## config.mk

```make
export PLATFORM = sky130hd
export DESIGN_NAME = core_hazard_ctrl_flat
export DESIGN_NICKNAME = d
export VERILOG_FILES = /design/src/rtl/core_hazard_pkg.sv /design/src/rtl/core_hazard_ctrl_if.sv /design/src/rtl/core_fwd_unit.sv /design/src/rtl/core_hazard_ctrl.sv /design/src/flat_wrapper.sv
export SDC_FILE = /design/constraint.sdc
export NUM_CORES = 1
export LEC_CHECK = 0
export BUFFER_PORTS_ARGS = -buffer_cell sky130_fd_sc_hd__buf_2
export CORE_MARGIN = 2
export CORE_UTILIZATION = 25
export CTS_CLUSTER_SIZE = 25
export DETAILED_ROUTE_END_ITERATION = 6
export PLACE_DENSITY = 0.52
export RECOVER_POWER = 50
export SYNTH_ARGS = -nofsm -noshare
export SYNTH_HDL_FRONTEND = slang
export SYNTH_SLANG_ARGS = --single-unit
```

## constraint.sdc

```tcl
create_clock -name clk -period 3.7 [get_ports clk]
set_clock_uncertainty 0.05 [all_clocks]
set_input_delay 0.74 -clock clk [delete_from_list [all_inputs] [get_ports clk]]
set_output_delay 0.74 -clock clk [all_outputs]
set_load 0.1 [all_outputs]
```

## src/rtl/core_hazard_pkg.sv

```systemverilog
`default_nettype none
// ============================================================================
// Module      : core_hazard_pkg
// Description : Shared codes, state encoding and hazard-bus field offsets for
//               the Selen pipeline hazard controller.
// Revision    : 1.0 - initial release
// ============================================================================
package core_hazard_pkg;

  // Hazard commands carried alongside the instruction in EXE
  localparam logic [1:0] HZRD_OTHER = 2'b00;
  localparam logic [1:0] HZRD_BRNCH = 2'b01;
  localparam logic [1:0] HZRD_JUMP  = 2'b10;
  localparam logic [1:0] HZRD_LOAD  = 2'b11;

  // Operand forwarding selects
  localparam logic [1:0] FWD_RF  = 2'b00;
  localparam logic [1:0] FWD_EXE = 2'b01;
  localparam logic [1:0] FWD_MEM = 2'b10;
  localparam logic [1:0] FWD_WB  = 2'b11;

  // Hazard bus layout: {rs1, rs2, rd}
  localparam int REG_W   = 5;
  localparam int BUS_W   = 15;
  localparam int RS1_LSB = 10;
  localparam int RS2_LSB = 5;
  localparam int RD_LSB  = 0;

  typedef enum logic [1:0] {
    ST_RUN   = 2'd0,
    ST_IMISS = 2'd1,
    ST_DMISS = 2'd2,
    ST_FLUSH = 2'd3
  } state_t;

  // Extract one register index from a hazard bus
  function automatic logic [REG_W-1:0] bus_field(input logic [BUS_W-1:0] bus, input int lsb);
    return bus[lsb +: REG_W];
  endfunction

endpackage
`default_nettype wire

```

## src/rtl/core_hazard_ctrl_if.sv

```systemverilog
`default_nettype none
// ============================================================================
// Module      : core_hazard_ctrl_if
// Description : Hazard bus, cache handshakes and pipeline controls between the
//               pipeline datapath (master) and the hazard controller (slave).
// Revision    : 1.0 - initial release
// ============================================================================
interface core_hazard_ctrl_if #(
  parameter int CNT_W = 16
);
  logic             il1_ack_in;
  logic             dl1_req_in;
  logic             dl1_ack_in;
  logic [14:0]      dec_hzrd_bus_in;
  logic [14:0]      exe_hzrd_bus_in;
  logic [1:0]       exe_hzrd_cmd_in;
  logic             exe_we_in;
  logic             exe_brnch_taken_in;
  logic [4:0]       mem_rd_in;
  logic             mem_we_in;
  logic [4:0]       wb_rd_in;
  logic             wb_we_in;
  logic             if_enb_out;
  logic             dec_enb_out;
  logic             dec_kill_out;
  logic             dec_nop_gen_out;
  logic             exe_enb_out;
  logic             mem_enb_out;
  logic             pc_redirect_out;
  logic [1:0]       fwd_src1_sel_out;
  logic [1:0]       fwd_src2_sel_out;
  logic [1:0]       state_out;
  logic [CNT_W-1:0] stall_cnt_out;

  modport master (
    output il1_ack_in, dl1_req_in, dl1_ack_in, dec_hzrd_bus_in, exe_hzrd_bus_in,
           exe_hzrd_cmd_in, exe_we_in, exe_brnch_taken_in, mem_rd_in, mem_we_in,
           wb_rd_in, wb_we_in,
    input  if_enb_out, dec_enb_out, dec_kill_out, dec_nop_gen_out, exe_enb_out,
           mem_enb_out, pc_redirect_out, fwd_src1_sel_out, fwd_src2_sel_out,
           state_out, stall_cnt_out
  );

  modport slave (
    input  il1_ack_in, dl1_req_in, dl1_ack_in, dec_hzrd_bus_in, exe_hzrd_bus_in,
           exe_hzrd_cmd_in, exe_we_in, exe_brnch_taken_in, mem_rd_in, mem_we_in,
           wb_rd_in, wb_we_in,
    output if_enb_out, dec_enb_out, dec_kill_out, dec_nop_gen_out, exe_enb_out,
           mem_enb_out, pc_redirect_out, fwd_src1_sel_out, fwd_src2_sel_out,
           state_out, stall_cnt_out
  );
endinterface
`default_nettype wire

```

## src/rtl/core_fwd_unit.sv

```systemverilog
`default_nettype none
// ============================================================================
// Module      : core_fwd_unit
// Description : Single-operand forwarding select. Youngest producer wins:
//               EXE, then MEM, then WB, else register file. A load still in
//               EXE has no data yet and is skipped.
// Revision    : 1.0 - initial release
// ============================================================================
module core_fwd_unit
  import core_hazard_pkg::*;
(
  input  logic [REG_W-1:0] rs,
  input  logic [REG_W-1:0] exe_rd,
  input  logic             exe_we,
  input  logic             exe_load,
  input  logic [REG_W-1:0] mem_rd,
  input  logic             mem_we,
  input  logic [REG_W-1:0] wb_rd,
  input  logic             wb_we,
  output logic [1:0]       sel
);

  logic exe_hit;
  logic mem_hit;
  logic wb_hit;

  // x0 is never a real destination, so rd!=0 gates every level
  assign exe_hit = exe_we & (exe_rd != '0) & (exe_rd == rs) & ~exe_load;
  assign mem_hit = mem_we & (mem_rd != '0) & (mem_rd == rs);
  assign wb_hit  = wb_we  & (wb_rd  != '0) & (wb_rd  == rs);

  // Priority select, youngest producer first
  always_comb begin
    sel = FWD_RF;
    if (exe_hit)      sel = FWD_EXE;
    else if (mem_hit) sel = FWD_MEM;
    else if (wb_hit)  sel = FWD_WB;
  end

endmodule
`default_nettype wire

```

## src/rtl/core_hazard_ctrl.sv

```systemverilog
`default_nettype none
// ============================================================================
// Module      : core_hazard_ctrl
// Description : Pipeline sequencer for the 5-stage core. Resolves D-miss,
//               branch/jump redirect, load-use and I-miss with fixed priority
//               and drives stage enables, kill, nop-gen and forwarding.
// Revision    : 1.0 - initial release
// ============================================================================
module core_hazard_ctrl
  import core_hazard_pkg::*;
#(
  parameter int FLUSH_CYCLES = 1,
  parameter int CNT_W        = 16
) (
  input  logic              clk,
  input  logic              rst,
  core_hazard_ctrl_if.slave hz
);

  state_t           state, state_nxt;
  logic [1:0]       flush_cnt, flush_cnt_nxt;
  logic [CNT_W-1:0] stall_cnt;

  logic if_enb, dec_enb, exe_enb, mem_enb;
  logic dec_kill, dec_nop_gen, pc_redirect;
  logic dmiss, redir, lduse;

  logic [REG_W-1:0] dec_rs1, dec_rs2, exe_rd, fwd_rs1, fwd_rs2;
  logic             unused_exe_src;

  assign dec_rs1 = bus_field(hz.dec_hzrd_bus_in, RS1_LSB);
  assign dec_rs2 = bus_field(hz.dec_hzrd_bus_in, RS2_LSB);
  assign exe_rd  = bus_field(hz.exe_hzrd_bus_in, RD_LSB);
  // Source fields of the EXE instruction are not needed for hazard control
  assign unused_exe_src = ^hz.exe_hzrd_bus_in[BUS_W-1:RS2_LSB];

  assign dmiss = hz.dl1_req_in & ~hz.dl1_ack_in;
  assign redir = hz.exe_brnch_taken_in | (hz.exe_hzrd_cmd_in == HZRD_JUMP);
  assign lduse = (hz.exe_hzrd_cmd_in == HZRD_LOAD) & hz.exe_we_in & (exe_rd != '0) &
                 ((exe_rd == dec_rs1) | (exe_rd == dec_rs2));

  // State, flush counter and saturating stall counter
  always_ff @(posedge clk) begin
    if (rst) begin
      state     <= ST_RUN;
      flush_cnt <= '0;
      stall_cnt <= '0;
    end else begin
      state     <= state_nxt;
      flush_cnt <= flush_cnt_nxt;
      if (!if_enb && stall_cnt != '1) stall_cnt <= stall_cnt + 1'b1;
    end
  end

  // Next state and pipeline controls; reset forces the safe drain values last
  always_comb begin
    state_nxt     = state;
    flush_cnt_nxt = flush_cnt;
    if_enb        = 1'b1;
    dec_enb       = 1'b1;
    exe_enb       = 1'b1;
    mem_enb       = 1'b1;
    dec_kill      = 1'b0;
    dec_nop_gen   = 1'b0;
    pc_redirect   = 1'b0;
    case (state)
      ST_RUN: begin
        if (dmiss) begin
          {if_enb, dec_enb, exe_enb, mem_enb} = 4'b0000;
          state_nxt = ST_DMISS;
        end else if (redir) begin
          pc_redirect   = 1'b1;
          dec_kill      = 1'b1;
          flush_cnt_nxt = 2'(FLUSH_CYCLES);
          state_nxt     = ST_FLUSH;
        end else if (lduse) begin
          // Hold IF/DEC and inject one bubble into EXE
          if_enb   = 1'b0;
          dec_kill = 1'b1;
        end else if (!hz.il1_ack_in) begin
          if_enb      = 1'b0;
          dec_nop_gen = 1'b1;
          state_nxt   = ST_IMISS;
        end
      end
      ST_IMISS: begin
        dec_nop_gen = 1'b1;
        if (dmiss) begin
          {if_enb, dec_enb, exe_enb, mem_enb} = 4'b0000;
          state_nxt = ST_DMISS;
        end else begin
          if_enb = 1'b0;
          if (hz.il1_ack_in) state_nxt = ST_RUN;
        end
      end
      ST_DMISS: begin
        if (!hz.dl1_ack_in) {if_enb, dec_enb, exe_enb, mem_enb} = 4'b0000;
        else                state_nxt = ST_RUN;
      end
      ST_FLUSH: begin
        dec_nop_gen = 1'b1;
        if (dmiss) begin
          // Freeze pauses the flush count without leaving FLUSH
          {if_enb, dec_enb, exe_enb, mem_enb} = 4'b0000;
        end else begin
          flush_cnt_nxt = flush_cnt - 2'd1;
          if (flush_cnt <= 2'd1) state_nxt = hz.il1_ack_in ? ST_RUN : ST_IMISS;
        end
      end
      default: state_nxt = ST_RUN;
    endcase
    if (rst) begin
      {if_enb, dec_enb, exe_enb, mem_enb} = 4'b0000;
      dec_kill    = 1'b1;
      dec_nop_gen = 1'b1;
      pc_redirect = 1'b0;
    end
  end

  // A nop-generated DEC instruction reads x0, which never forwards
  assign fwd_rs1 = dec_nop_gen ? '0 : dec_rs1;
  assign fwd_rs2 = dec_nop_gen ? '0 : dec_rs2;

  core_fwd_unit u_fwd_src1 (
    .rs(fwd_rs1), .exe_rd(exe_rd), .exe_we(hz.exe_we_in),
    .exe_load(hz.exe_hzrd_cmd_in == HZRD_LOAD),
    .mem_rd(hz.mem_rd_in), .mem_we(hz.mem_we_in),
    .wb_rd(hz.wb_rd_in), .wb_we(hz.wb_we_in), .sel(hz.fwd_src1_sel_out)
  );

  core_fwd_unit u_fwd_src2 (
    .rs(fwd_rs2), .exe_rd(exe_rd), .exe_we(hz.exe_we_in),
    .exe_load(hz.exe_hzrd_cmd_in == HZRD_LOAD),
    .mem_rd(hz.mem_rd_in), .mem_we(hz.mem_we_in),
    .wb_rd(hz.wb_rd_in), .wb_we(hz.wb_we_in), .sel(hz.fwd_src2_sel_out)
  );

  assign hz.if_enb_out      = if_enb;
  assign hz.dec_enb_out     = dec_enb;
  assign hz.exe_enb_out     = exe_enb;
  assign hz.mem_enb_out     = mem_enb;
  assign hz.dec_kill_out    = dec_kill;
  assign hz.dec_nop_gen_out = dec_nop_gen;
  assign hz.pc_redirect_out = pc_redirect;
  assign hz.state_out       = state;
  assign hz.stall_cnt_out   = stall_cnt;

endmodule
`default_nettype wire

```

## src/flat_wrapper.sv

```systemverilog
// flat-port wrapper written by rule: the top's interface ports become plain ports
module core_hazard_ctrl_flat import core_hazard_pkg::*;
#(
  parameter int FLUSH_CYCLES = 1,
  parameter int CNT_W        = 16
)
  (clk, rst, hz_il1_ack_in, hz_dl1_req_in, hz_dl1_ack_in, hz_dec_hzrd_bus_in, hz_exe_hzrd_bus_in, hz_exe_hzrd_cmd_in, hz_exe_we_in, hz_exe_brnch_taken_in, hz_mem_rd_in, hz_mem_we_in, hz_wb_rd_in, hz_wb_we_in, hz_if_enb_out, hz_dec_enb_out, hz_dec_kill_out, hz_dec_nop_gen_out, hz_exe_enb_out, hz_mem_enb_out, hz_pc_redirect_out, hz_fwd_src1_sel_out, hz_fwd_src2_sel_out, hz_state_out, hz_stall_cnt_out);
  core_hazard_ctrl_if #(.CNT_W(CNT_W)) hz_i ();
  input  logic clk;
  input  logic rst;
  input wire logic [$bits(hz_i.il1_ack_in)-1:0] hz_il1_ack_in;
  input wire logic [$bits(hz_i.dl1_req_in)-1:0] hz_dl1_req_in;
  input wire logic [$bits(hz_i.dl1_ack_in)-1:0] hz_dl1_ack_in;
  input wire logic [$bits(hz_i.dec_hzrd_bus_in)-1:0] hz_dec_hzrd_bus_in;
  input wire logic [$bits(hz_i.exe_hzrd_bus_in)-1:0] hz_exe_hzrd_bus_in;
  input wire logic [$bits(hz_i.exe_hzrd_cmd_in)-1:0] hz_exe_hzrd_cmd_in;
  input wire logic [$bits(hz_i.exe_we_in)-1:0] hz_exe_we_in;
  input wire logic [$bits(hz_i.exe_brnch_taken_in)-1:0] hz_exe_brnch_taken_in;
  input wire logic [$bits(hz_i.mem_rd_in)-1:0] hz_mem_rd_in;
  input wire logic [$bits(hz_i.mem_we_in)-1:0] hz_mem_we_in;
  input wire logic [$bits(hz_i.wb_rd_in)-1:0] hz_wb_rd_in;
  input wire logic [$bits(hz_i.wb_we_in)-1:0] hz_wb_we_in;
  output wire logic [$bits(hz_i.if_enb_out)-1:0] hz_if_enb_out;
  output wire logic [$bits(hz_i.dec_enb_out)-1:0] hz_dec_enb_out;
  output wire logic [$bits(hz_i.dec_kill_out)-1:0] hz_dec_kill_out;
  output wire logic [$bits(hz_i.dec_nop_gen_out)-1:0] hz_dec_nop_gen_out;
  output wire logic [$bits(hz_i.exe_enb_out)-1:0] hz_exe_enb_out;
  output wire logic [$bits(hz_i.mem_enb_out)-1:0] hz_mem_enb_out;
  output wire logic [$bits(hz_i.pc_redirect_out)-1:0] hz_pc_redirect_out;
  output wire logic [$bits(hz_i.fwd_src1_sel_out)-1:0] hz_fwd_src1_sel_out;
  output wire logic [$bits(hz_i.fwd_src2_sel_out)-1:0] hz_fwd_src2_sel_out;
  output wire logic [$bits(hz_i.state_out)-1:0] hz_state_out;
  output wire logic [$bits(hz_i.stall_cnt_out)-1:0] hz_stall_cnt_out;
  assign hz_i.il1_ack_in = hz_il1_ack_in;
  assign hz_i.dl1_req_in = hz_dl1_req_in;
  assign hz_i.dl1_ack_in = hz_dl1_ack_in;
  assign hz_i.dec_hzrd_bus_in = hz_dec_hzrd_bus_in;
  assign hz_i.exe_hzrd_bus_in = hz_exe_hzrd_bus_in;
  assign hz_i.exe_hzrd_cmd_in = hz_exe_hzrd_cmd_in;
  assign hz_i.exe_we_in = hz_exe_we_in;
  assign hz_i.exe_brnch_taken_in = hz_exe_brnch_taken_in;
  assign hz_i.mem_rd_in = hz_mem_rd_in;
  assign hz_i.mem_we_in = hz_mem_we_in;
  assign hz_i.wb_rd_in = hz_wb_rd_in;
  assign hz_i.wb_we_in = hz_wb_we_in;
  assign hz_if_enb_out = hz_i.if_enb_out;
  assign hz_dec_enb_out = hz_i.dec_enb_out;
  assign hz_dec_kill_out = hz_i.dec_kill_out;
  assign hz_dec_nop_gen_out = hz_i.dec_nop_gen_out;
  assign hz_exe_enb_out = hz_i.exe_enb_out;
  assign hz_mem_enb_out = hz_i.mem_enb_out;
  assign hz_pc_redirect_out = hz_i.pc_redirect_out;
  assign hz_fwd_src1_sel_out = hz_i.fwd_src1_sel_out;
  assign hz_fwd_src2_sel_out = hz_i.fwd_src2_sel_out;
  assign hz_state_out = hz_i.state_out;
  assign hz_stall_cnt_out = hz_i.stall_cnt_out;
  core_hazard_ctrl #(.FLUSH_CYCLES(FLUSH_CYCLES), .CNT_W(CNT_W)) u_core (.clk(clk), .rst(rst), .hz(hz_i));
endmodule
```

# Word-level counts from Yosys, hierarchy flattened
# Cells that the tools add are included.
[totals]
register_bits = 20
word_cells = 106
output_inout_bits = 29
in_bits = 51
[op_classes]
bitwise = 19
magnitude_cmp = 1
n_eq_ne = 22
addsub = 2
reduce_logical = 11
mux = 48
[ops]
columns = ["cell", "count"]
rows = [
  ["5-bit == test", 8],
  ["2-bit two-way mux", 18],
  ["1-bit two-way mux", 23],
  ["16-bit by 1-bit adder with 16-bit output, second input constant", 1],
  ["16-bit != test, second input constant", 1],
  ["1-bit AND", 15],
  ["5-bit nonzero test", 3],
  ["5-bit two-way mux", 2],
  ["2-bit == test, second input constant", 4],
  ["4-bit by 2-bit != test with 1-bit output, second input constant", 2],
  ["2-bit case mux with 4 select lines", 1],
  ["2-bit != test, second input constant", 3],
  ["6-bit AND reduction", 1],
  ["2-bit by 1-bit != test with 1-bit output, second input constant", 2],
  ["1-bit case mux with 2 select lines", 2],
  ["1-bit case mux with 4 select lines", 1],
  ["2-bit case mux with 2 select lines", 1],
  ["4-bit AND reduction", 1],
  ["3-bit by 2-bit != test with 1-bit output, second input constant", 1],
  ["3-bit OR reduction", 1],
  ["2-bit by 1-bit == test with 1-bit output, second input constant", 1],
  ["2-bit by 1-bit less-or-equal comparator with 1-bit output, second input constant", 1],
  ["2-bit logical NOT", 1],
  ["1-bit inverter", 2],
  ["other kinds (6)", 7],
]

# Depth between registers and ports, before layout
# Gate-level depths: netlist of the first run.
[depth]
depth_word = 15
mapped_depth = 10
depth_no_buf = 8

# Hierarchy
# From an unflattened synthesis of the first run, not the netlist that was laid out.
[hier_totals]
hier_cells = 249
area_unflattened_um2 = 1929.4
[by_module_without_submodules]
columns = ["mod", "area_each_um2", "cells_per_inst", "seq_area_each_um2", "n_inst"]
rows = [
  ["core_hazard_ctrl", 1403.8, 179, 400.4, 1],
  ["core_fwd_unit", 262.8, 35, 0.0, 2],
]

# Worst setup path before layout of the first run
# OpenSTA, ideal clock, no wires.
[synth_timing]
kind = "in2out"
startpoint = "in hz_exe_hzrd_bus_in[0]"
endpoint = "out hz_fwd_src2_sel_out[1]"
arrival_time_ns = 3.933
required_time_ns = 2.910
path_buffers = 2
path_slack_ns = -1.023
path_stages = 10
path_cell_list = "buf_2 or4_1 o21ai_2 nor2_1 o21a_4 o21ai_4 buf_6 o21ai_0 o2111ai_1 a21boi_1"
[synth_between]
elab_chain_len = 14
elab_cells_between_ends = 23
cone_classes = "eq/ne: 5; mux: 9; bitwise: 8; reduce/logical: 1"
[synth_lines]
columns = ["element", "line_no", "source"]
rows = [
  ["from (decl)", "flat_wrapper.sv:15", "input wire logic [$bits(hz_i.exe_hzrd_bus_in)-1:0] hz_exe_hzrd_bus_in;"],
  ["5-bit == test / 5-bit nonzero test (equally long branches)", "core_hazard_ctrl.sv:40, core_hazard_ctrl.sv:39", ""],
  ["1-bit OR / 1-bit AND (equally long branches)", "core_hazard_ctrl.sv:40, core_hazard_ctrl.sv:39", ""],
  ["1-bit AND (*)", "core_hazard_ctrl.sv:39", "assign lduse = (hz.exe_hzrd_cmd_in == HZRD_LOAD) & hz.exe_we_in & (exe_rd != '0) &"],
  ["1-bit two-way mux (*)", "core_hazard_ctrl.sv:76", "end else if (lduse) begin"],
  ["1-bit two-way mux (*)", "core_hazard_ctrl.sv:71", "end else if (redir) begin"],
  ["1-bit two-way mux (*)", "core_hazard_ctrl.sv:68", "if (dmiss) begin"],
  ["1-bit case mux with 2 select lines (*)", "core_hazard_ctrl.sv:66", "case (state)"],
  ["1-bit two-way mux (*)", "core_hazard_ctrl.sv:112", "if (rst) begin"],
  ["net hz_dec_nop_gen_out", "flat_wrapper.sv:26", "output wire logic [$bits(hz_i.dec_nop_gen_out)-1:0] hz_dec_nop_gen_out;"],
  ["5-bit two-way mux (*)", "core_hazard_ctrl.sv:122", "assign fwd_rs2 = dec_nop_gen ? '0 : dec_rs2;"],
  ["5-bit == test", "core_fwd_unit.sv:30", "assign wb_hit = wb_we & (wb_rd != '0) & (wb_rd == rs);"],
  ["1-bit AND", "core_fwd_unit.sv:30", ""],
  ["2-bit two-way mux", "core_fwd_unit.sv:37", "else if (wb_hit) sel = FWD_WB;"],
  ["2-bit two-way mux", "core_fwd_unit.sv:36", "else if (mem_hit) sel = FWD_MEM;"],
  ["2-bit two-way mux (*)", "core_fwd_unit.sv:35", "if (exe_hit) sel = FWD_EXE;"],
  ["to (decl)", "flat_wrapper.sv:31", "output wire logic [$bits(hz_i.fwd_src2_sel_out)-1:0] hz_fwd_src2_sel_out;"],
]
# Mark *: on every way through the listed nets, which the timed path passes. The rest lies on a longest branch.

# Worst setup path in the final report of the first run
[layout_timing]
startpoint = "in hz_exe_hzrd_bus_in[0]"
endpoint = "out hz_fwd_src1_sel_out[0]"
[layout_between]
elab_chain_len = 14
elab_cells_between_ends = 23
cone_classes = "eq/ne: 5; mux: 9; bitwise: 8; reduce/logical: 1"
[layout_lines]
columns = ["element", "line_no", "source"]
rows = [
  ["5-bit == test / 5-bit nonzero test (equally long branches)", "core_hazard_ctrl.sv:40, core_fwd_unit.sv:28, core_hazard_ctrl.sv:39", ""],
  ["1-bit OR / 1-bit AND (equally long branches)", "core_hazard_ctrl.sv:40, core_hazard_ctrl.sv:39", ""],
  ["1-bit AND", "core_hazard_ctrl.sv:39", ""],
  ["1-bit two-way mux", "core_hazard_ctrl.sv:76", ""],
  ["1-bit two-way mux", "core_hazard_ctrl.sv:71", ""],
  ["1-bit two-way mux", "core_hazard_ctrl.sv:68", ""],
  ["1-bit case mux with 2 select lines", "core_hazard_ctrl.sv:66", ""],
  ["1-bit two-way mux", "core_hazard_ctrl.sv:112", ""],
  ["5-bit two-way mux", "core_hazard_ctrl.sv:121", "assign fwd_rs1 = dec_nop_gen ? '0 : dec_rs1;"],
  ["5-bit == test", "core_fwd_unit.sv:30", ""],
  ["1-bit AND", "core_fwd_unit.sv:30", ""],
  ["2-bit two-way mux", "core_fwd_unit.sv:37", ""],
  ["2-bit two-way mux", "core_fwd_unit.sv:36", ""],
  ["2-bit two-way mux (*)", "core_fwd_unit.sv:35", ""],
  ["to (decl)", "flat_wrapper.sv:30", "output wire logic [$bits(hz_i.fwd_src1_sel_out)-1:0] hz_fwd_src1_sel_out;"],
]
# Mark *: on every way between the ends. The rest lies on a longest branch, timed or not.

==> flow_metrics.env, run 1 <==
export IMPL_cts_max_level=1
export IMPL_fin_cells=466
export IMPL_rsz0062_at_grt="yes"
export IMPL_final_max_slew_viol_count=0
export IMPL_io_buffers=64
export IMPL_numCtsBuffers=3
export IMPL_ios=80
export IMPL_grt_pass1_wl_um=9680
export IMPL_reg2reg_slack_ns=1.29
export IMPL_die_w_um=96.5
export IMPL_synth_cells=295
export IMPL_drc_errors=0
export IMPL_antenna_left=0
export IMPL_hold_end="u_core.flush_cnt[0]"
export IMPL_hold_depth=1
export IMPL_slowest_stage="or4_4"
export IMPL_synth_fa_ha_area_share_pct=1.17
export IMPL_power_share_sequential_pct=28.0
export IMPL_die_h_um=96.5
export IMPL_synth_edf_count=0
export IMPL_min_from="u_core.flush_cnt[0]"
export IMPL_reg2reg_depth=8
export IMPL_crit_chain="buf_6 -> or4_4 -> o21ai_4 -> nor2_4 -> o21a_4 -> o211ai_2 -> xor2_1 -> o2111ai_4 -> o21ai_2 -> buf_12"
export IMPL_synth_area_um2=2140
export IMPL_die_area_um2=9320
export IMPL_via_per_inst=5.02
export IMPL_synth_compound_area_share_pct=27.3
export IMPL_synth_top_family_by_area="simple AND/OR/NAND/NOR gates"
export IMPL_rr_endpoint="u_core.hz.stall_cnt_out[5]"
export IMPL_synth_cell_types=59
export IMPL_drt_iter0_drc=80
export IMPL_first_global_vias=2059
export IMPL_n_fill_cell=888
export IMPL_place_gp_congestion=0.821
export IMPL_clk_pin_slew_ns=0.08
export IMPL_crit_cells=10
export IMPL_tns_ns=0
export IMPL_slew_headroom_pct=64.9
export IMPL_cts_root_buffer="clkbuf_8"
export IMPL_crit_family="compound AO/OA/AOI/OAI gates"
export IMPL_multi_input_area_um2=1740
export IMPL_synth_seq_area_share_pct=18.7
export IMPL_ys_ff_latch=20
export IMPL_sw_frac_of_total_pct=42.0
export IMPL_grt_use_total_pct=12.9
export IMPL_firstDrtPassIters=4
export IMPL_n_antenna_cell=0
export IMPL_cts_buffer_depth=2
export IMPL_worst_hold_path_type="reg -> reg"
export IMPL_synthArstFlopShare_pct=0
export IMPL_critPathBufInv=2
export IMPL_regArea_um2=403
export IMPL_overflow=0
export IMPL_area_growth_pct=38.9
export IMPL_crit_fanout=6
export IMPL_initial_utilization_pct=25.9
export IMPL_fmax_mhz=276
export IMPL_worst_pin_slew_ns=0.525
export IMPL_whs_ns=0.461
export IMPL_via_count=2338
export IMPL_grt_max_degree=25
export IMPL_hold_buffers=0
export IMPL_synthFlopType="dfxtp_1"
export IMPL_syn_nets=348
export IMPL_maxCapViolCount=0
export IMPL_period_needed_ns=3.63
export IMPL_ir_worst_vdd_uv=285
export IMPL_p_leak_nw=1.20
export IMPL_cp_data_arrival_time_ns=2.84
export IMPL_avgRoutedWirePerCell_um=13.9
export IMPL_status="finished, final reports clean"
export IMPL_synth_xor_area_share_pct=13.9
export IMPL_placedCellCount=459
export IMPL_period_share_pct=98.1
export IMPL_wirelength_um=6460
export IMPL_finalHoldViolCount=0
export IMPL_powerDensity_nw_per_um2=289
export IMPL_end_kind="output port"
export IMPL_reg2reg_from="u_core.hz.stall_cnt_out[2]"
export IMPL_nets=415
export IMPL_yosys_warnings=0
export IMPL_antenna_found_initial=0
export IMPL_yosys_area_share_simple_pct=31.2
export IMPL_crit_type="in -> out"
export IMPL_combinationalPowerShare_pct=46.4
export IMPL_clock_sinks=20
export IMPL_p_int_mw=0.499
export IMPL_avgSynthCellArea_um2=7.26
export IMPL_drive_above_1_share_pct=34.3
export IMPL_worstSkewPairLatency_ns=0.26
export IMPL_critPathMaxStageDelay_ns=0.53
export IMPL_worst_setup_path_start_kind="primary input"
export IMPL_num_rows=33
export IMPL_cts_tree="built"
export IMPL_setup_viol=0
export IMPL_required_ns=2.91
export IMPL_p_clk_share_pct=25.6
export IMPL_final_core_util_pct=36.0
export IMPL_synthMuxAreaShare_pct=0.468
export IMPL_dp_hpwl_um=4880
export IMPL_core_um2=8260
export IMPL_p_sw_mw=0.361
metrics by stage:
stage,power [mW],setup slack (ns),instance area (µm²)
after CTS,0.844,0.0281,2840
final,0.859,0.0711,2970
after detailed placement,0.622,-0.000128,2760
after floorplan,0.525,-0.428,2210
after global placement,0.619,0.00887,2760
after global routing,0.904,-0.0320,2970
timing repair:
| item | 4_1_cts | 5_1_grt |
|---|---|---|
| pin swaps | 0 | 14 |
| cloned | 0 | 0 |
| resized for setup | 2 | 19 |
| buffers inserted | 0 | 3 |
| setup endpoints to repair | 1 | 4 |
area by class of cell:
type | instances | area share [%]
multi-input combinational | 242 | 58.6
timing repair buffer | 85 | 19.8
tap | 105 | 4.42
clock buffer | 3 | 1.39
clock inverter | 1 | 1.01
sequential | 20 | 13.5
inverter | 10 | 1.26
kinds of logic (layout without fill, tap and decap cells):
family                     Yosys count  count (layout)
and+or+nand+nor                    127             127
AOI/OAI and AO/OA                   78              78
xor gates and xnor gates            34              34
buffers and inverters               33              99
DFF                                 20              20
adders and majority gates            2               2
muxes                                1               1
cell usage in the layout (no fill, tap or decap), types with 3 or more instances in the layout:
cell type / count
nand2b_1: 7
o21ai_4: 3
nor3_1: 3
nor4bb_1: 5
o21ai_0: 11
buf_12: 6
o2111ai_2: 3
clkbuf_8: 3
nor2_1: 38
and3_1: 10
xnor2_1: 15
o21a_1: 4
buf_6: 5
buf_4: 17
o22ai_1: 3
or2_2: 4
nand4_1: 10
dfxtp_1: 18
a21oi_1: 12
inv_1: 8
xor2_1: 17
nand3_1: 15
o211ai_1: 3
a31oi_1: 11
nand2_1: 16
buf_2: 56
nor2b_1: 3
power by group through the flow:
stage | Clock, mW | Sequential, mW | Combinational (mW)
final | 0.220 | 0.240 | 0.399
after floorplan | 0 | 0.297 | 0.228
after global routing | 0.235 | 0.243 | 0.426
after detailed placement | 0 | 0.245 | 0.377
after CTS | 0.224 | 0.240 | 0.379
after global placement | 0 | 0.246 | 0.374
cell usage after synthesis (4+ instances only):
cell type | instances | area [µm²]
nor3_1 | 4 | 20.0
nand3_1 | 15 | 75.1
o22ai_1 | 5 | 31.3
buf_2 | 4 | 20.0
dfxtp_1 | 20 | 400
and3_1 | 10 | 62.6
o21a_1 | 4 | 30.0
o2111ai_1 | 4 | 35.0
xnor2_1 | 15 | 131
nor4bb_1 | 5 | 50.1
nand2_1 | 16 | 60.1
nand4_1 | 10 | 62.6
a31oi_1 | 12 | 75.1
nor2_1 | 40 | 150
xor2_1 | 19 | 166
nand2b_1 | 7 | 43.8
a21oi_1 | 12 | 60.1
or2_2 | 4 | 25.0
clkbuf_1 | 13 | 48.8
inv_1 | 8 | 30.0
o21ai_0 | 12 | 60.1
worst max path at each step:
stage	from	endpoint	slack [ns]
after floorplan	hz_exe_hzrd_bus_in[1]	hz_fwd_src2_sel_out[1]	-0.43
after global placement	hz_exe_hzrd_bus_in[3]	hz_fwd_src2_sel_out[1]	0.009
after detailed placement	hz_exe_hzrd_bus_in[1]	hz_fwd_src2_sel_out[1]	-0.0001
after CTS	hz_exe_hzrd_bus_in[1]	hz_fwd_src2_sel_out[1]	0.03
after global routing	u_core.hz.state_out[1]	hz_fwd_src1_sel_out[0]	-0.03
final	hz_exe_hzrd_bus_in[0]	hz_fwd_src1_sel_out[0]	0.07
flip-flops by register name (all words and copies together), names as in the netlist:
register / flops
u_core.flush_cnt: 2
u_core.hz.stall_cnt_out: 16
u_core.hz.state_out: 2
metal layers:
layer / vias up / track usage (%) / wire [µm]
met5: - / 0 / 0
li1: 1199 / - / -
met3: 4 / 1.24 / 271
met2: 56 / 22.9 / 3160
met1: 1079 / 17.1 / 2980
met4: 0 / 2.11 / 51
Power figures use the tool's default switching activity.
==> run 2: changes to the inputs <==
--- a/config.mk
+++ b/config.mk
@@ -10,6 +10,7 @@
 export CORE_UTILIZATION = 25
 export CTS_CLUSTER_SIZE = 25
 export DETAILED_ROUTE_END_ITERATION = 6
+export HOLD_SLACK_MARGIN = 0.02
 export PLACE_DENSITY = 0.52
 export RECOVER_POWER = 50
 export SYNTH_ARGS = -nofsm -noshare
==> constraint.sdc (replaced) <==
create_clock -name clk -period 3.41 [get_ports clk]
set_clock_uncertainty 0.05 [all_clocks]
set_input_delay 0.682 -clock clk [delete_from_list [all_inputs] [get_ports clk]]
set_output_delay 0.682 -clock clk [all_outputs]
set_load 0.1 [all_outputs]
==> flow_metrics.env, run 2 (synthesis results as in run 1) <==
export IMPL_place_gp_congestion=0.850
export IMPL_cts_buffer_depth=2
export IMPL_status="complete, but fails checks"
export IMPL_worst_setup_path_start_kind="primary input"
export IMPL_area_growth_pct=44.7
export IMPL_end_kind="output port"
export IMPL_firstDrtPassIters=5
export IMPL_mostFrequentLayoutCells="37 x nor2_1, 35 x buf_2, 32 x buf_4, 21 x clkbuf_1, 18 x dfxtp_1"
export IMPL_largest_reg_flops=16
export IMPL_p_leak_nw=1.19
export IMPL_worst_hold_path_type="reg -> reg"
export IMPL_crit_type="in -> out"
export IMPL_io_buffers=64
export IMPL_required_ns=2.68
export IMPL_failed_checks="negative setup slack"
export IMPL_num_rows=33
export IMPL_power_mw=0.898
export IMPL_fmax_mhz=282
export IMPL_slew_headroom_pct=20.8
export IMPL_dp_hpwl_um=4940
export IMPL_maxCapViolCount=0
export IMPL_crit_fanout=8
export IMPL_first_global_vias=2206
export IMPL_cts_root_buffer="clkbuf_8"
export IMPL_n_antenna_cell=0
export IMPL_cts_tree="built"
export IMPL_drt_met1_wl_um=2840
export IMPL_placed_cell_area_um2=2870
export IMPL_drive_above_1_share_pct=33.6
export IMPL_cts_max_level=1
export IMPL_clk_pin_slew_ns=0.08
export IMPL_drc_errors=0
export IMPL_final_area_um2=3100
export IMPL_antenna_left=0
export IMPL_layout_commonest_cell="nor2_1"
export IMPL_powerDensity_nw_per_um2=290
export IMPL_setup_viol=4
export IMPL_die_w_um=96.5
export IMPL_cp_data_arrival_time_ns=2.82
export IMPL_worst_pin_slew_ns=1.19
export IMPL_setup_slack_ns=-0.138
export IMPL_numCtsBuffers=3
export IMPL_worstSkewPairLatency_ns=0.26
export IMPL_routed_wl_met3_um=292
export IMPL_core_um2=8260
export IMPL_die_h_um=96.5
export IMPL_finalHoldViolCount=0
export IMPL_whs_ns=0.441
export IMPL_via_per_inst=4.98
export IMPL_clock_sinks=20
export IMPL_ios=80
export IMPL_tns_ns=-0.405
export IMPL_routed_wl_met2_um=3100
export IMPL_overflow=0
export IMPL_avgRoutedWirePerCell_um=13.3
export IMPL_ir_worst_vdd_uv=333
export IMPL_period_needed_ns=3.55
export IMPL_rsz0062_at_grt="yes"
export IMPL_period_share_pct=104
export IMPL_wirelength_um=6380
export IMPL_nets=429
export IMPL_via_count=2388
export IMPL_top_layer="met4"
export IMPL_final_max_slew_viol_count=0
export IMPL_antenna_found_initial=0
export IMPL_grt_pass1_wl_um=10100
export IMPL_grt_use_total_pct=13.4
export IMPL_die_area_um2=9320
export IMPL_grt_max_degree=25
export IMPL_initial_utilization_pct=25.9
export IMPL_drt_iter0_drc=74
## run 2: what timing repair did
action,4_1_cts,5_1_grt
gates resized for setup,11,18
hold buffers,0,0
endpoints found under the setup margin,4,4
setup buffers,3,1
pin swaps,5,7
## run 2: worst paths after layout
check                          endpoint  slack [ns]  cells past startpoint                       start
min reg2reg         u_core.flush_cnt[0]        0.44                      1         u_core.flush_cnt[0]
max reg2reg  u_core.hz.stall_cnt_out[0]        0.98                      8  u_core.hz.stall_cnt_out[2]
min                 u_core.flush_cnt[0]        0.44                      1         u_core.flush_cnt[0]
max              hz_fwd_src1_sel_out[0]       -0.14                     11       hz_exe_hzrd_bus_in[1]
## run 2: area by class of cell
type	instances	area, µm²
Clock buffer	4	55.1
Inverter	10	37.5
Fill cell	872	5160
Multi-Input combinational cell	242	1790
Tap cell	105	131
Sequential cell	20	403
Timing Repair Buffer	99	679
## run 2: through the flow
step                setup slack, ns  util [%]  instances
floorplan                    -0.597         -        295
global placement             -0.223      34.7        472
detailed placement           -0.225      34.7        472
CTS                          -0.139      36.5        479
global route                 -0.219      37.5        480
finish                       -0.138      37.5        480
## run 2: worst max-delay path, cell delays in order
cell and delay, ns:
buf_6 0.09, or4_4 0.54, o21ai_4 0.20, nor2_4 0.05
o21a_4 0.15, o21ai_4 0.20, buf_6 0.17, nor2_1 0.07
o2111a_1 0.28, o21ai_4 0.17, buf_12 0.19
## run 2: metal layers
layer  global-route usage [%]  vias up
met5                        0        -
met4                     4.93        0
met3                     1.09       13
met2                     23.6       57
met1                     17.2     1093
li1                         -     1225
## run 2: power breakdown
| part | switching (mW) | total, mW | internal [mW] |
|---|---|---|---|
| clock network | 0.0823 | 0.185 | 0.103 |
| logic | 0.300 | 0.455 | 0.155 |
| registers | 0.0129 | 0.257 | 0.245 |
| total | 0.396 | 0.898 | 0.502 |
==> run 3: changes to the inputs <==
--- a/config.mk
+++ b/config.mk
@@ -5,13 +5,13 @@
 export SDC_FILE = /design/constraint.sdc
 export NUM_CORES = 1
 export LEC_CHECK = 0
-export BUFFER_PORTS_ARGS = -buffer_cell sky130_fd_sc_hd__buf_2
 export CORE_MARGIN = 2
 export CORE_UTILIZATION = 25
 export CTS_CLUSTER_SIZE = 25
 export DETAILED_ROUTE_END_ITERATION = 6
+export DONT_BUFFER_PORTS = 1
 export HOLD_SLACK_MARGIN = 0.02
-export PLACE_DENSITY = 0.52
+export PLACE_DENSITY = 0.44
 export RECOVER_POWER = 50
 export SYNTH_ARGS = -nofsm -noshare
 export SYNTH_HDL_FRONTEND = slang
==> flow_metrics.env, run 3 (synthesis results as in run 1) <==
export IMPL_required_ns=2.68
export IMPL_wirelength_um=6370
export IMPL_numCtsBuffers=3
export IMPL_period_share_pct=99.3
export IMPL_slew_headroom_pct=8.30
export IMPL_worstSkewPairLatency_ns=0.26
export IMPL_firstDrtPassIters=4
export IMPL_place_gp_congestion=0.835
export IMPL_clk_pin_slew_ns=0.08
export IMPL_cts_buffer_depth=2
export IMPL_critPathMaxStageDelay_ns=0.53
export IMPL_pre_cts_ws_ns=-0.0895
export IMPL_drt_iter0_drc=49
export IMPL_worst_hold_path_type="in -> reg"
export IMPL_slowest_stage="or4_4"
export IMPL_grt_pass1_wl_um=10000
export IMPL_antenna_left=0
export IMPL_grt_max_degree=27
export IMPL_nets=374
export IMPL_cts_max_level=1
export IMPL_die_area_um2=9320
export IMPL_fin_cells=425
export IMPL_worst_pin_slew_ns=1.38
export IMPL_p_leak_nw=0.973
export IMPL_crit_fanout=9
export IMPL_n_fill_cell=907
export IMPL_dp_hpwl_um=4970
export IMPL_fmax_mhz=295
export IMPL_initial_utilization_pct=25.9
export IMPL_grt_use_total_pct=13.4
export IMPL_mostFrequentLayoutCells="37 x nor2_1, 19 x buf_4, 19 x dfxtp_1, 17 x xor2_1, 17 x clkbuf_1"
export IMPL_ios=80
export IMPL_end_kind="output port"
export IMPL_period_needed_ns=3.38
export IMPL_setup_slack_ns=0.0253
export IMPL_overflow=0
export IMPL_antenna_found_initial=0
export IMPL_regArea_um2=402
export IMPL_finalHoldViolCount=0
export IMPL_layout_commonest_cell="nor2_1"
export IMPL_die_h_um=96.5
export IMPL_startpoint="hz_exe_hzrd_bus_in[1]"
export IMPL_largest_reg_flops=16
export IMPL_die_w_um=96.5
export IMPL_final_core_util_pct=33.5
export IMPL_rsz0062_at_grt="yes"
export IMPL_cts_tree="built"
export IMPL_placedCellCount=420
export IMPL_cts_root_buffer="clkbuf_8"
export IMPL_setup_viol=0
export IMPL_powerDensity_nw_per_um2=315
export IMPL_multi_input_area_um2=1770
export IMPL_status="finished, final reports clean"
export IMPL_area_growth_pct=29.3
export IMPL_crit_chain="or4_4 -> o21ai_4 -> nor2_2 -> o21a_4 -> o21ai_4 -> buf_12 -> o21a_1 -> o2111ai_4 -> a21boi_4 -> buf_12"
export IMPL_via_count=2214
export IMPL_io_buffers=0
export IMPL_core_um2=8260
export IMPL_power_mw=0.873
export IMPL_first_global_vias=2020
export IMPL_maxCapViolCount=0
export IMPL_crit_type="in -> out"
export IMPL_cp_data_arrival_time_ns=2.65
export IMPL_final_max_slew_viol_count=0
export IMPL_hold_buffers=0
export IMPL_avgRoutedWirePerCell_um=15.0
export IMPL_via_per_inst=5.21
export IMPL_min_from="rst"
export IMPL_num_rows=33
export IMPL_clock_sinks=20
export IMPL_reg2reg_from="u_core.hz.stall_cnt_out[7]"
export IMPL_n_antenna_cell=0
export IMPL_ir_worst_vdd_uv=278
export IMPL_whs_ns=0.426
export IMPL_drc_errors=0
export IMPL_drive_above_1_share_pct=21.6
export IMPL_worst_setup_path_start_kind="primary input"
## run 3: layout make-up
| class | count | area share, % |
|---|---|---|
| Multi-Input combinational cell | 242 | 63.9 |
| Inverter | 10 | 1.36 |
| Sequential cell | 20 | 14.5 |
| Clock buffer | 3 | 1.49 |
| Tap cell | 105 | 4.75 |
| Timing Repair Buffer | 44 | 12.9 |
| Clock inverter | 1 | 1.08 |
## run 3: path summary, 6_finish.rpt
kind	end	slack (ns)	depth (start not counted)
worst min-delay path	u_core.hz.stall_cnt_out[1]	0.43	1
worst min register to register	u_core.flush_cnt[0]	0.43	1
worst max-delay path	hz_fwd_src1_sel_out[1]	0.03	10
worst max register to register	u_core.hz.stall_cnt_out[4]	0.14	8
## run 3: metrics by stage
step	TNS, ns	instance area [µm²]
finish	0	2770
global route	-0.248	2770
CTS	0	2740
detailed placement	-0.0895	2630
global placement	-0.0707	2630
floorplan	-1.45	2210
## run 3: metal layers
layer	part of all wire, %	vias up	track usage [%]
li1	-	1122	-
met3	6.0	2	2.48
met5	0	-	0
met1	45	1037	16.8
met2	49	53	23.8
met4	0.30	0	2.46
## run 3: worst max-delay path: cells and delay by family
kind,cells,cell delay [ns]
compound gates,6,1.05
buf+inv,2,0.34
simple gates,2,0.59
## run 3: where the power goes
group	internal, mW	total, mW	switching (mW)
Clock	0.157	0.239	0.0824
Combinational	0.125	0.385	0.261
Sequential	0.244	0.248	0.00393
Total	0.526	0.873	0.347
## run 3: timing repair
| action | 4_1_cts | 5_1_grt |
|---|---|---|
| setup endpoints to repair | 3 | 4 |
| pin swaps | 2 | 7 |
| buffers inserted | 0 | 1 |
| gates resized for setup | 5 | 14 |
